[config.mk]
export PLATFORM = sky130hd
export DESIGN_NAME = ifns_23di_serial_decoder
export DESIGN_NICKNAME = d
export VERILOG_FILES = /design/src/rtl/ifns_23di_serial_decoder.sv
export SDC_FILE = /design/constraint.sdc
export NUM_CORES = 1
export LEC_CHECK = 0
export ABC_AREA = 0
export BUFFER_PORTS_ARGS = -buffer_cell sky130_fd_sc_hd__buf_2
export CORE_MARGIN = 10
export CORE_UTILIZATION = 56
export CTS_CLUSTER_SIZE = 30
export DETAILED_ROUTE_END_ITERATION = 8
export GPL_ROUTABILITY_DRIVEN = 0
export MAX_ROUTING_LAYER = met4
export PLACE_DENSITY = 0.86
export SLEW_MARGIN = 20
export SYNTH_ARGS = -nofsm -noshare
export SYNTH_HDL_FRONTEND = slang
export SYNTH_SLANG_ARGS = --single-unit
[constraint.sdc]
create_clock -name clk_i -period 2.87 [get_ports clk_i]
set_input_delay 0.1435 -clock clk_i [delete_from_list [all_inputs] [get_ports clk_i]]
set_output_delay 0.1435 -clock clk_i [all_outputs]
set_load 0.005 [all_outputs]
[src/rtl/ifns_23di_serial_decoder.sv]
// Bit-serial IFNS codeword decoder: adds one Fibonacci weight per cycle into an accumulator.
// The weights are regenerated from two registers, so no weight table is stored.
module ifns_23di_serial_decoder #(
  parameter int unsigned CW_W = 33,
  parameter int unsigned V_W  = 23
) (
  input  logic            clk_i,
  input  logic            rst_i,
  input  logic            cw_valid_i,
  output logic            cw_ready_o,
  input  logic [CW_W-1:0] cw_i,
  output logic            v_valid_o,
  input  logic            v_ready_i,
  output logic [V_W-1:0]  v_o,
  output logic            v_ovf_o,
  output logic            busy_o
);

  typedef enum logic [1:0] {StIdle, StRun, StDone} state_e;

  localparam logic [5:0] LastCnt = 6'(CW_W);

  state_e          state_q, state_d;
  logic [CW_W-1:0] sr_q, sr_d;
  logic [V_W-1:0]  fa_q, fa_d;
  logic [V_W-1:0]  fb_q, fb_d;
  logic [V_W:0]    acc_q, acc_d;
  logic [5:0]      cnt_q, cnt_d;
  logic [V_W-1:0]  v_q, v_d;
  logic            ovf_q, ovf_d;

  always_ff @(posedge clk_i) begin
    if (rst_i) begin
      state_q <= StIdle;
      sr_q    <= '0;
      fa_q    <= V_W'(1);
      fb_q    <= V_W'(1);
      acc_q   <= '0;
      cnt_q   <= '0;
      v_q     <= '0;
      ovf_q   <= 1'b0;
    end else begin
      state_q <= state_d;
      sr_q    <= sr_d;
      fa_q    <= fa_d;
      fb_q    <= fb_d;
      acc_q   <= acc_d;
      cnt_q   <= cnt_d;
      v_q     <= v_d;
      ovf_q   <= ovf_d;
    end
  end

  always_comb begin
    state_d = state_q;
    sr_d    = sr_q;
    fa_d    = fa_q;
    fb_d    = fb_q;
    acc_d   = acc_q;
    cnt_d   = cnt_q;
    v_d     = v_q;
    ovf_d   = ovf_q;

    unique case (state_q)
      StIdle: begin
        if (cw_valid_i) begin
          sr_d    = cw_i;
          acc_d   = '0;
          fa_d    = V_W'(1);
          fb_d    = V_W'(1);
          cnt_d   = 6'd1;
          state_d = StRun;
        end
      end
      StRun: begin
        if (cnt_q == LastCnt) begin
          // Top digit skips F(33) and takes F(34), which fb holds at this step.
          if (sr_q[0]) acc_d = acc_q + {1'b0, fb_q};
          v_d     = acc_d[V_W-1:0];
          ovf_d   = acc_d[V_W];
          state_d = StDone;
        end else begin
          if (sr_q[0]) acc_d = acc_q + {1'b0, fa_q};
          fa_d  = fb_q;
          fb_d  = fa_q + fb_q;
          sr_d  = sr_q >> 1;
          cnt_d = cnt_q + 6'd1;
        end
      end
      StDone: begin
        if (v_ready_i) begin
          v_d     = '0;
          ovf_d   = 1'b0;
          state_d = StIdle;
        end
      end
      default: state_d = StIdle;
    endcase
  end

  assign cw_ready_o = (state_q == StIdle) && !rst_i;
  assign v_valid_o  = (state_q == StDone);
  assign v_o        = v_q;
  assign v_ovf_o    = ovf_q;
  assign busy_o     = (state_q != StIdle);

endmodule

==> impl_metrics.toml <==
[floorplanning]
dieHeight_um = 146
boundaryPins = 64
dieArea_um2 = 21400
coreArea_um2 = 15800
start_util = 0.567
fp.dieW_um = 146
row_count = 46

[clocking]
cts_sinks = 135
clk_transition_reported_paths_ps = 60
htreeDepth = 4
clock-root-buffer = "clkbuf_16"
cts_buffers = 17
clk_latency_ps = 440
clk_path_buf_depth = 2
cts_tree = "yes"

[timing]
hold_violations = 1
finalSetupTns_ps = 0
drv_slew = 0
worst_slew_pin_slew_ps = 725
period_minus_slack_ps = 2850
setup_viol = 0
hold_slack_ps = -2.80
period_share = 0.992
rsz0062_at_grt = "true"
skew_ps = 8.74
slew_headroom = 0.515
fmax_mhz = 351

[run_status]
violations = "hold timing"
status = "finished with violations"

[setup_path]
cp.required_ps = 3210
ff2ff_setup_slack_ps = 20
worstPathMaxFanout = 4
critPathKind = "flip-flop to flip-flop"
crit_arrival_ps = 3190
worstSetupEndpointType = "flip-flop"
start_kind = "flip-flop"

[yosys]
synthFlopType = "dfxtp_1"
synth.distinct_cells = 85
syn_area_per_cell_um2 = 7.90
ys_seq_area_frac = 0.302
yosysWarnings = 0
synth.area.top_cells = "dfxtp_1, ha_1, nand2_1"
syn-num-nets = 1242
synthCells = 1132
yosys.area.top_type = "dfxtp_1"
synth-edff-count = 0
synth_top_area_share = 0.302
async_reset_ff_frac = 0
ys_ff_latch = 135
netlist_area_um2 = 8940

[pwr]
p_leak_nw = 4.71
p_int_mw = 3.44
finalPower_mw = 4.89
combPwrFrac = 0.154
clock_power_share = 0.430
sequentialPowerShare = 0.416
swShare = 0.298
power.density_nw_per_um2 = 459
p_sw_mw = 1.46
ir_drop_v = 0.000465

[finish]
area_delta_synth_final_pct = 19.4
instances_no_fill = 1452
fin_nets = 1335
post-route-util = 0.677
insertedDiodeCount = 0
drive_gt1_frac = 0.166

[placed_design]
io_buffer_count = 63
hpwl_um = 17600
dp.cells = 1381

[drt]
routed_via_density = 6.31
routedWlPerCell_um = 18.6
drtIter0Drc = 932
drt_wl_total_um = 27100
ant_nets = 0
drt_first_pass_iters = 6
drc = 0
vias = 9163

[global_routing]
grt_use_total = 0.247
grt_pass1_vias = 8677
grt-ovfl-total = 0
antenna_found_initial = 0
grt_pass1_wl_um = 43100
grt_max_degree = 58

[run]
cap_violations = 0

[min_path]
hold_class = "input pin to flip-flop"
[final timing paths]
check        startpoint        end  cells after the start
max            acc_q[0]  acc_q[12]                     12
min             cw_i[3]    sr_q[3]                      3
max reg2reg    acc_q[0]  acc_q[12]                     12
min reg2reg     v_o[17]    v_o[17]                      2
[area by class of cell]
class	count	area, um^2
Fill cell	1217	5100
Tap cell	216	270
Sequential cell	135	2710
Multi-Input combinational cell	912	6060
Clock inverter	13	126
Inverter	18	67.6
Clock buffer	17	425
Timing Repair Buffer	141	1010
[power groups by stage]
stage	registers, mW	logic (mW)	clock network [mW]
2_1_floorplan	2.05	0.481	0
3_3_place_gp	2.06	0.648	0
3_5_place_dp	2.07	0.665	0
4_1_cts	2.03	0.707	2.10
5_1_grt	2.04	0.816	2.17
6_report	2.04	0.753	2.10
[sequential cells by signal, indices dropped and copies added (netlist names)]
register  count
cnt_q         6
state_q       2
fa_q         23
sr_q         33
v_o          23
fb_q         23
acc_q        24
v_ovf_o       1
[worst max-delay path, stage by stage, from the launching register on]
cell and delay, ps:
dfxtp_2 350, ha_2 200, fa_2 370, a21oi_2 180, o21ai_2 110, a2111oi_4 420
buf_4 170, o31ai_1 80, a31o_1 250, a21oi_2 140, xnor2_1 120, a21oi_1 80
a221oi_1 250
[cell usage after synthesis (11+ instances only)]
master / number
o21ai_0: 28
nand2_1: 166
dfxtp_1: 135
a311oi_1: 37
a21o_1: 35
or3_1: 11
nand3_1: 54
a22oi_1: 11
xor2_1: 17
ha_1: 70
nor2_1: 117
inv_1: 17
a211oi_1: 16
o21ai_1: 12
nor3_1: 16
xnor2_1: 33
a21oi_1: 117
clkbuf_1: 55
mux2i_1: 12
[repair_timing]
| action | 4_1_cts | 5_1_grt |
|---|---|---|
| endpoints found under the setup margin | 6 | 23 |
| pin swaps | 4 | 20 |
| hold buffers | 32 | 0 |
| buffers inserted | 1 | 8 |
| resized for setup | 4 | 30 |
| hold endpoints to repair | 32 | 0 |
[routing by layer]
layer	part of all wire	track usage
met1	0.41	0.298
met2	0.47	0.397
met3	0.099	0.0587
met4	0.024	0.0876
met5	0	-
[kinds of logic after synthesis]
group | after synthesis | synth area share
adders and majority gates | 73 | 0.105
DFF | 135 | 0.302
buffers and inverters | 85 | 0.0374
xor gates and xnor gates | 50 | 0.0490
muxes | 15 | 0.0172
and+or+nand+nor | 430 | 0.219
AOI/OAI and AO/OA | 344 | 0.270
[cell usage in the layout (no fill, tap or decap), drive strengths merged, types with 5 or more instances in the layout]
| cell | netlist | routed |
|---|---|---|
| xnor2 | 33 | 33 |
| and3 | 10 | 10 |
| or3 | 11 | 11 |
| a31o | 5 | 5 |
| nand2b | 10 | 10 |
| dlygate4sd3 | 0 | 32 |
| o21a | 8 | 8 |
| buf | 12 | 109 |
| a211oi | 17 | 17 |
| o31ai | 5 | 5 |
| a22oi | 12 | 12 |
| clkbuf | 55 | 17 |
| clkinv | 1 | 6 |
| or2 | 8 | 8 |
| nor3 | 17 | 17 |
| a21oi | 117 | 117 |
| nor2 | 118 | 118 |
| nand2 | 166 | 166 |
| a21boi | 6 | 6 |
| inv | 17 | 20 |
| a311oi | 37 | 37 |
| nand3 | 54 | 54 |
| a31oi | 9 | 9 |
| mux2i | 12 | 12 |
| nor2b | 8 | 8 |
| dfxtp | 135 | 135 |
| o21ai | 42 | 42 |
| o21bai | 9 | 9 |
| xor2 | 17 | 17 |
| nand3b | 5 | 5 |
| ha | 70 | 70 |
| a21o | 36 | 36 |
[metrics by stage]
stage	instance area [um^2]	worst slack, ps
after floorplan	8940	166
after CTS	10500	17.1
after global routing	10700	-119
after detailed placement	9590	-97.9
after global placement	9590	0.824
final	10700	24.0
(Power assumes the default switching activity.)
